$ cat config.mk
export PLATFORM = sky130hd
export DESIGN_NAME = uart_tx_arbiter_flat
export DESIGN_NICKNAME = d
export VERILOG_FILES = /design/src/rtl/uart_tx_arbiter_if.sv /design/src/rtl/uart_tx_arbiter.sv /design/src/flat_wrapper.sv
export SDC_FILE = /design/constraint.sdc
export NUM_CORES = 1
export LEC_CHECK = 0
export CAP_MARGIN = 20
export CORE_MARGIN = 4
export CORE_UTILIZATION = 56
export CTS_BUF_LIST = sky130_fd_sc_hd__clkbuf_16
export DETAILED_ROUTE_END_ITERATION = 8
export PLACE_DENSITY = 0.85
export SYNTH_ARGS = -nofsm -noshare
export SYNTH_HDL_FRONTEND = slang
export SYNTH_SLANG_ARGS = --single-unit
export TNS_END_PERCENT = 1
$ cat constraint.sdc
create_clock -name i_Clock -period 3.1 [get_ports i_Clock]
set_input_delay 0.62 -clock i_Clock [delete_from_list [all_inputs] [get_ports i_Clock]]
set_output_delay 0.62 -clock i_Clock [all_outputs]
set_load 0.1 [all_outputs]
$ cat src/rtl/uart_tx_arbiter_if.sv
// Bundle between the two byte requesters, the arbiter and the shared uart_tx.
// The slave side is the arbiter; the master side is the requesters plus uart_tx.
interface uart_tx_arbiter_if;
  logic [1:0] i_Req;
  logic [7:0] i_Byte0;
  logic [7:0] i_Byte1;
  logic [1:0] i_Last;
  logic [1:0] o_Ack;
  logic [1:0] o_Grant;
  logic       o_TX_DV;
  logic [7:0] o_TX_Byte;
  logic       i_TX_Done;
  logic       i_TX_Active;
  logic       o_Busy;
  logic       o_Timeout;

  modport slave (
    input  i_Req, i_Byte0, i_Byte1, i_Last, i_TX_Done, i_TX_Active,
    output o_Ack, o_Grant, o_TX_DV, o_TX_Byte, o_Busy, o_Timeout
  );

  modport master (
    output i_Req, i_Byte0, i_Byte1, i_Last, i_TX_Done, i_TX_Active,
    input  o_Ack, o_Grant, o_TX_DV, o_TX_Byte, o_Busy, o_Timeout
  );
endinterface

$ cat src/rtl/uart_tx_arbiter.sv
// Round-robin sharing of one uart_tx between two byte requesters, with packet
// locking and a watchdog for lost done pulses and abandoned locks.
module uart_tx_arbiter #(
  parameter int c_TIMEOUT_CLKS = 2604
) (
  input  logic               i_Clock,
  input  logic               i_Rst_L,
  uart_tx_arbiter_if.slave   bus
);

  typedef enum logic [1:0] {IDLE, LOAD, WAIT_DONE, GAP} state_t;

  localparam logic [15:0] WD_LAST = 16'(c_TIMEOUT_CLKS - 1);

  state_t      state;
  logic        sel;
  logic        ptr;
  logic        locked;
  logic        last_q;
  logic [7:0]  byte_q;
  logic [15:0] wdog;
  logic        pick;
  logic        pick_vld;
  logic        unused_active;

  // uart_tx activity is informational only; the FSM paces itself on done.
  assign unused_active = bus.i_TX_Active;

  function automatic logic [1:0] onehot(input logic ch);
    return ch ? 2'b10 : 2'b01;
  endfunction

  always_comb begin
    pick     = ptr;
    pick_vld = 1'b0;
    if (locked) begin
      pick     = sel;
      pick_vld = bus.i_Req[sel];
    end else if (bus.i_Req[ptr]) begin
      pick_vld = 1'b1;
    end else if (bus.i_Req[~ptr]) begin
      pick     = ~ptr;
      pick_vld = 1'b1;
    end
  end

  always_ff @(posedge i_Clock or negedge i_Rst_L) begin
    if (!i_Rst_L) begin
      state         <= IDLE;
      sel           <= 1'b0;
      ptr           <= 1'b0;
      locked        <= 1'b0;
      last_q        <= 1'b0;
      byte_q        <= '0;
      wdog          <= '0;
      bus.o_Ack     <= '0;
      bus.o_Grant   <= '0;
      bus.o_TX_DV   <= 1'b0;
      bus.o_TX_Byte <= '0;
      bus.o_Busy    <= 1'b0;
      bus.o_Timeout <= 1'b0;
    end else begin
      bus.o_TX_DV   <= 1'b0;
      bus.o_Ack     <= '0;
      bus.o_Timeout <= 1'b0;
      case (state)
        IDLE: begin
          if (pick_vld) begin
            sel         <= pick;
            byte_q      <= pick ? bus.i_Byte1 : bus.i_Byte0;
            last_q      <= bus.i_Last[pick];
            bus.o_Grant <= onehot(pick);
            bus.o_Busy  <= 1'b1;
            wdog        <= '0;
            state       <= LOAD;
          end else if (locked) begin
            // Owner went quiet mid-packet: release the lock after the budget.
            if (wdog == WD_LAST) begin
              bus.o_Timeout <= 1'b1;
              locked        <= 1'b0;
              ptr           <= ~sel;
              bus.o_Grant   <= '0;
              wdog          <= '0;
            end else begin
              wdog <= wdog + 16'd1;
            end
          end else begin
            wdog <= '0;
          end
        end
        LOAD: begin
          bus.o_TX_DV   <= 1'b1;
          bus.o_TX_Byte <= byte_q;
          bus.o_Ack     <= onehot(sel);
          if (last_q) begin
            locked <= 1'b0;
            ptr    <= ~sel;
          end else begin
            locked <= 1'b1;
          end
          wdog  <= '0;
          state <= WAIT_DONE;
        end
        WAIT_DONE: begin
          // A done arriving on the expiry cycle still wins over the timeout.
          if (bus.i_TX_Done) begin
            wdog  <= '0;
            state <= GAP;
          end else if (wdog == WD_LAST) begin
            bus.o_Timeout <= 1'b1;
            locked        <= 1'b0;
            ptr           <= ~sel;
            bus.o_Grant   <= '0;
            bus.o_Busy    <= 1'b0;
            wdog          <= '0;
            state         <= IDLE;
          end else begin
            wdog <= wdog + 16'd1;
          end
        end
        GAP: begin
          bus.o_Busy <= 1'b0;
          if (!locked) bus.o_Grant <= '0;
          wdog  <= '0;
          state <= IDLE;
        end
        default: state <= IDLE;
      endcase
    end
  end

endmodule

$ cat src/flat_wrapper.sv
// flat-port wrapper written by rule: the top's interface ports become plain ports
module uart_tx_arbiter_flat 
#(
  parameter int c_TIMEOUT_CLKS = 2604
)
  (i_Clock, i_Rst_L, bus_i_Req, bus_i_Byte0, bus_i_Byte1, bus_i_Last, bus_i_TX_Done, bus_i_TX_Active, bus_o_Ack, bus_o_Grant, bus_o_TX_DV, bus_o_TX_Byte, bus_o_Busy, bus_o_Timeout);
  uart_tx_arbiter_if bus_i ();
  input  logic i_Clock;
  input  logic i_Rst_L;
  input wire logic [$bits(bus_i.i_Req)-1:0] bus_i_Req;
  input wire logic [$bits(bus_i.i_Byte0)-1:0] bus_i_Byte0;
  input wire logic [$bits(bus_i.i_Byte1)-1:0] bus_i_Byte1;
  input wire logic [$bits(bus_i.i_Last)-1:0] bus_i_Last;
  input wire logic [$bits(bus_i.i_TX_Done)-1:0] bus_i_TX_Done;
  input wire logic [$bits(bus_i.i_TX_Active)-1:0] bus_i_TX_Active;
  output wire logic [$bits(bus_i.o_Ack)-1:0] bus_o_Ack;
  output wire logic [$bits(bus_i.o_Grant)-1:0] bus_o_Grant;
  output wire logic [$bits(bus_i.o_TX_DV)-1:0] bus_o_TX_DV;
  output wire logic [$bits(bus_i.o_TX_Byte)-1:0] bus_o_TX_Byte;
  output wire logic [$bits(bus_i.o_Busy)-1:0] bus_o_Busy;
  output wire logic [$bits(bus_i.o_Timeout)-1:0] bus_o_Timeout;
  assign bus_i.i_Req = bus_i_Req;
  assign bus_i.i_Byte0 = bus_i_Byte0;
  assign bus_i.i_Byte1 = bus_i_Byte1;
  assign bus_i.i_Last = bus_i_Last;
  assign bus_i.i_TX_Done = bus_i_TX_Done;
  assign bus_i.i_TX_Active = bus_i_TX_Active;
  assign bus_o_Ack = bus_i.o_Ack;
  assign bus_o_Grant = bus_i.o_Grant;
  assign bus_o_TX_DV = bus_i.o_TX_DV;
  assign bus_o_TX_Byte = bus_i.o_TX_Byte;
  assign bus_o_Busy = bus_i.o_Busy;
  assign bus_o_Timeout = bus_i.o_Timeout;
  uart_tx_arbiter #(.c_TIMEOUT_CLKS(c_TIMEOUT_CLKS)) u_core (.i_Clock(i_Clock), .i_Rst_L(i_Rst_L), .bus(bus_i));
endmodule
==> results of run 1 <==
## metal layers
layer | vias to the layer above | wire length, µm
li1 | 832 | -
met1 | 814 | 1900
met2 | 41 | 2030
met3 | 10 | 263
met4 | 0 | 103
met5 | - | 0
## stage by stage
step	worst slack [ns]	instances	power, mW	utilization [%]	instance area (µm²)
floorplan	1.38	218	2.19	-	2230
global placement	0.707	297	2.50	68.7	2590
detailed placement	0.709	297	2.53	68.7	2590
CTS	0.972	305	3.12	73.1	2760
global route	0.785	306	3.29	73.6	2780
finish	0.950	306	3.11	73.6	2780
## state kept, by name, indices dropped and copies added, names as in the netlist
register,count
u_core.byte_q,8
u_core.wdog,16
u_core.sel,1
u_core.bus.o_Timeout,1
u_core.bus.o_Ack,2
u_core.bus.o_TX_Byte,8
u_core.bus.o_Grant,2
u_core.last_q,1
u_core.bus.o_Busy,1
u_core.locked,1
u_core.state,2
u_core.bus.o_TX_DV,1
u_core.ptr,1
## cell type report
type	instances	area (µm²)	area share, %
flip-flops and latches	45	1130	40.6
multi-input cells	155	1030	37.0
repair buffers	40	363	13.1
well taps	48	60.1	2.16
inverters	10	37.5	1.35
clock buffers	5	125	4.51
clock inverters	3	37.5	1.35
## worst max-delay path: cells and delay by family
| family | cells | cell delay (ns) |
|---|---|---|
| muxes | 2 | 0.53 |
| buffers and inverters | 2 | 0.85 |
| AOI/OAI and AO/OA | 1 | 0.32 |
## final timing paths
path                                                     end  slack, ns  cells past startpoint
setup / recovery                      u_core.sel$_DFFE_PN0P_       0.95                      5
setup reg to reg           u_core.bus.o_Grant[0]$_DFFE_PN0P_       0.98                      6
hold reg to reg                     u_core.wdog[0]$_DFF_PN0_       0.48                      1
hold / removal                     u_core.wdog[10]$_DFF_PN0_       0.13                      1
min in group i_Clock                u_core.wdog[0]$_DFF_PN0_       0.48                      1
max in group asynchronous  u_core.bus.o_Grant[1]$_DFFE_PN0P_       2.55                      2
## power groups by stage
stage,combinational (mW),clock (mW),sequential (mW)
final,1.61,0.585,0.912
after floorplan,0.678,0,1.51
after CTS,1.61,0.597,0.910
after detailed placement,1.61,0,0.917
after global routing,1.73,0.621,0.940
after global placement,1.59,0,0.913
## cells in the final DEF (no fill, tap or decap), types with 9 or more instances in the layout
master and n:
dfrtp_1 45, nor2_1 34, clkdlybuf4s50_1 21, buf_4 17
a21oi_1 15, nand2_1 14, inv_1 11, mux2i_1 11
xnor2_1 9, mux2_2 9
## logic make-up (layout without fill, tap and decap cells)
group / count (synthesis) / in the layout / share of synthesized area (%)
and+or+nand+nor: 81 / 81 / 17.7
DFF: 45 / 45 / 50.4
AOI/OAI and AO/OA: 34 / 34 / 9.91
muxes: 20 / 20 / 9.46
buffers and inverters: 18 / 58 / 3.70
xor gates and xnor gates: 14 / 14 / 5.49
adders and majority gates: 6 / 6 / 3.36
==> results.cfg, run 1 <==
[run_status]
status = finished clean

[cts]
cts_tree = yes
root_buffer = clkbuf_16
post_cts_buffers = 0
clk_pin_slew_worst_paths_ns = 0.06
cts_resized = 0
clock-sinks = 45
clockBufferDepth = 2
ctsHoldBuffers = 0
cts_htree_levels = 2
clock_latency_ns = 0.28
cts_buffers = 5

[min_path]
hold_class = input port to async pin

[sta]
finalHoldViolCount = 0
post-route-period-util_pct = 69.3
max_freq_mhz = 465
fin_hold_ws_ns = 0.129
fin_crit_ns = 2.15
setup_viol = 0
slew_headroom_pct = 57.5
finalSetupTns_ns = 0
rsz0062_at_grt = false
finalMaxSlewViolations = 0
clock_skew_ns = 0.00450
worst_pin_slew_ns = 0.637

[power_and_ir_drop]
power_density_mw_per_mm2 = 1120
seqPwrFrac_pct = 29.4
combPwrFrac_pct = 51.8
p_sw_mw = 1.45
p_leak_nw = 1.23
p_clk_share_pct = 18.8
p_sw_share_pct = 46.8
peakVddDrop_uv = 879
cell_internal_pwr_mw = 1.65

[grt]
grtUsageMet2_pct = 28.0
grt_max_degree = 46
grt_overflow = 0
grt_pass1_wl_um = 7500
antenna_found_initial = 0
grt_pass1_vias = 1657
use_met3_pct = 4.55
grtUsageTotal_pct = 18.7
met1_usage_pct = 25.2
top_usage_layer = met2

[die]
die_w_um = 71.2
die_area_mm2 = 0.00507
die_h_um = 71.2
rows = 22
initial_core_util_pct = 59.3
pin_count = 39
core_area_mm2 = 0.00377

[critical_path]
crit_required_ns = 3.27
path_cells = clkdlybuf4s50_1 > mux2i_1 > a211oi_2 > buf_4 > mux2_2
cp_max_fo = 19
critPathSlowestCell = clkdlybuf4s50_1
endpoint_kind = flop
critPathLaunch = bus_i_Req[1]
slowest_delay_ns = 0.58
cp.arrival_ns = 2.32
critPathKind = input port to flop
r2r-start = u_core.wdog[0]$_DFF_PN0_
start_kind = input port

[synth]
yosysTopAreaCellShare_pct = 50.4
synthArstFlopShare_pct = 100
ys_types = 42
synth_cells = 218
synth.cell_area_mm2 = 0.00223
ys_warn_count = 0
synth_top_area_cell = dfrtp_1
syn_avg_cell_area_um2 = 10.3
synthFlopType = dfrtp_1
synth-seq-cells = 45
synth_most_common_cell = dfrtp_1
synth_edf_count = 0
yosysSeqAreaShare_pct = 50.4
ys_top_cells_by_count = dfrtp_1 (45), nor2_1 (34), a21oi_1 (15), nand2_1 (14), mux2i_1 (11)
yosys-top-cells-area = dfrtp_1 (50%), nor2_1 (5.7%), mux2i_1 (4.9%)
synth.net_count = 248

[drt]
ant_nets = 0
via_per_inst = 5.55
first_iter_violations = 110
vias = 1697
routed_wl_um = 4300
drc_errors = 0
wl_per_cell_um = 14.0
firstDrtPassIters = 4

[cells_and_area]
n_fill_cell = 262
drive_gt1_share_pct = 16.3
antenna_cells = 0
fin_nets = 287
syn_to_final_growth_pct = 24.2

[flow_run]
max_cap_violations = 0

[place]
port_buffers = 37
place.gp.congestion = 0.846
hpwl_um = 3020
Note: power is estimated with default switching activity, not from simulation.
==> run 2: changes to the inputs <==
- CORE_UTILIZATION: 56 -> 47
- PLACE_DENSITY: 0.85 -> 0.76
- clock period: 3.1 -> 1.75 ns (I/O delays scaled with it)
==> run 2 against run 1 <==
The run now ends with negative setup slack left. Sequential share of layout area decreased by 6.1 points. Routed wire length increased by 14%. Sequential cell count unchanged. Global-route usage decreased by 1.7 points. Register-to-register slack got worse by 1.0 ns. Clock skew increased by 0.0020 ns. Power increased by 110%. First-iteration DRC count decreased by 13%. Die area increased by 17%. Cell area increased by 18%. Clock power increased by 83%. Highest routed layer unchanged.
==> results.cfg, run 2 (same netlist as run 1, synthesis figures left out) <==
[sta]
fin_crit_ns = 1.77
fin_hold_ws_ns = 0.0258
worst_pin_slew_ns = 0.497
clock_skew_ns = 0.00653
setup_viol = 1
finalMaxSlewViolations = 0
post-route-period-util_pct = 101
max_freq_mhz = 566
finalHoldViolCount = 0
slew_headroom_pct = 66.9
fin_ws_ns = -0.0173
rsz0062_at_grt = true

[die]
core_area_mm2 = 0.00447
die_w_um = 77.0
die_h_um = 77.0
rows = 24
initial_core_util_pct = 49.9
pin_count = 39
die_area_mm2 = 0.00592

[grt]
grt_pass1_vias = 1791
grtUsageTotal_pct = 17.0
antenna_found_initial = 0
grt_overflow = 0
grt_pass1_wl_um = 8140
grt_max_degree = 24

[place]
port_buffers = 37
placed_area_mm2 = 0.00302
hpwl_um = 3500
place.gp.congestion = 0.906
placedCellCount = 330

[cts]
cts_buffers = 5
ctsHoldBuffers = 0
cts_tree = yes
root_buffer = clkbuf_16
clockBufferDepth = 2
clock_latency_ns = 0.28
cts_htree_levels = 2
clk_pin_slew_worst_paths_ns = 0.06
clock-sinks = 45

[critical_path]
cp.arrival_ns = 1.93
cp_max_fo = 5
endpoint_kind = flop
crit_required_ns = 1.91
start_kind = flop
critPathKind = flop to flop

[run_status]
violations = negative setup slack
status = finished with violations

[cells_and_area]
layout_common_cells = dfrtp_1 (45), nor2_1 (33), buf_4 (32)
top_register = u_core.wdog
drive_gt1_share_pct = 29.3
final_cell_count_no_fill = 342
post-route-util_pct = 73.0
antenna_cells = 0
syn_to_final_growth_pct = 46.2
largest_register_ffs = 16
largest_registers = u_core.wdog x16, u_core.bus.o_TX_Byte x8, u_core.byte_q x8
final_common_cell = dfrtp_1
n_fill_cell = 305
fin_nets = 319
fin_area_mm2 = 0.00327

[drt]
vias = 1793
drc_errors = 0
wl_per_cell_um = 14.3
routed_wl_um = 4910
ant_nets = 0
first_iter_violations = 96
firstDrtPassIters = 4
via_per_inst = 5.24

[power_and_ir_drop]
power_density_mw_per_mm2 = 1950
p_leak_nw = 1.47
peakVddDrop_uv = 1600

[min_path]
hold_class = input port to async pin

[flow_run]
max_cap_violations = 0
==> run 2: cell types whose count changed in the layout (fill, tap and decap cells not counted), moves of 2 or more <==
cell,change
clkdlybuf4s50_1,-2
buf_12,+15
buf_4,+15
inv_1,-2
buf_6,+2
dlymetal6s2s_1,+2
==> run 2: layer usage <==
metal,up-vias,share of wire [%],GRT usage (%)
li1,889,-,-
met1,827,45,22.2
met2,65,47,27.9
met3,12,6.3,5.15
met4,0,1.8,3.80
met5,-,0,0
==> run 2: final cells by class <==
class	count	area [µm²]	area share [%]
multi-input combinational	155	1060	32.6
tap	52	65.1	1.99
timing repair buffer	72	803	24.6
inverter	10	37.5	1.15
sequential	45	1130	34.5
clock inverter	3	46.3	1.42
clock buffer	5	125	3.83
==> run 2: stage by stage <==
step	setup TNS [ns]	setup slack, ns	total power, mW
5_1_grt	-0.123	-0.0872	6.70
2_1_floorplan	0	0.0318	3.87
3_3_place_gp	-3.26	-0.227	5.14
3_5_place_dp	-4.27	-0.267	5.21
4_1_cts	0	0.000635	6.32
6_report	-0.0173	-0.0173	6.38
==> run 2: path summary, 6_finish.rpt <==
check                                                  start  depth (start not counted)  slack (ns)                                   to
worst min-delay path                                 i_Rst_L                          1        0.03         u_core.byte_q[3]$_DFFE_PN0P_
worst min register to register  u_core.byte_q[5]$_DFFE_PN0P_                          1        0.51  u_core.bus.o_TX_Byte[5]$_DFFE_PN0P_
worst max register to register   u_core.state[1]$_DFFE_PN0P_                          6       -0.02               u_core.ptr$_DFFE_PN0P_
max in group asynchronous                            i_Rst_L                          2        1.14         u_core.bus.o_TX_DV$_DFF_PN0_
min in group i_Clock            u_core.byte_q[5]$_DFFE_PN0P_                          1        0.51  u_core.bus.o_TX_Byte[5]$_DFFE_PN0P_
worst max-delay path             u_core.state[1]$_DFFE_PN0P_                          6       -0.02               u_core.ptr$_DFFE_PN0P_
==> run 2: report_power, final <==
group          leakage [nW]  switching, mW  internal (mW)
Combinational         0.834           2.14           1.50
Clock                0.0800          0.398          0.675
Sequential            0.560          0.288           1.38
Total                  1.47           2.82           3.55
==> run 2: what timing repair did <==
item	in CTS	in global routing
resized for setup	2	12
pin swaps	6	7
buffers inserted	0	4
setup endpoints to repair	4	8
==> run 2: critical path, cell delays in order (launching register included) <==
cell and delay (ns):
dfrtp_1 0.37, buf_4 0.15, ha_1 0.25, buf_4 0.19, a211oi_2 0.34, o2111ai_2 0.19, mux2i_1 0.16
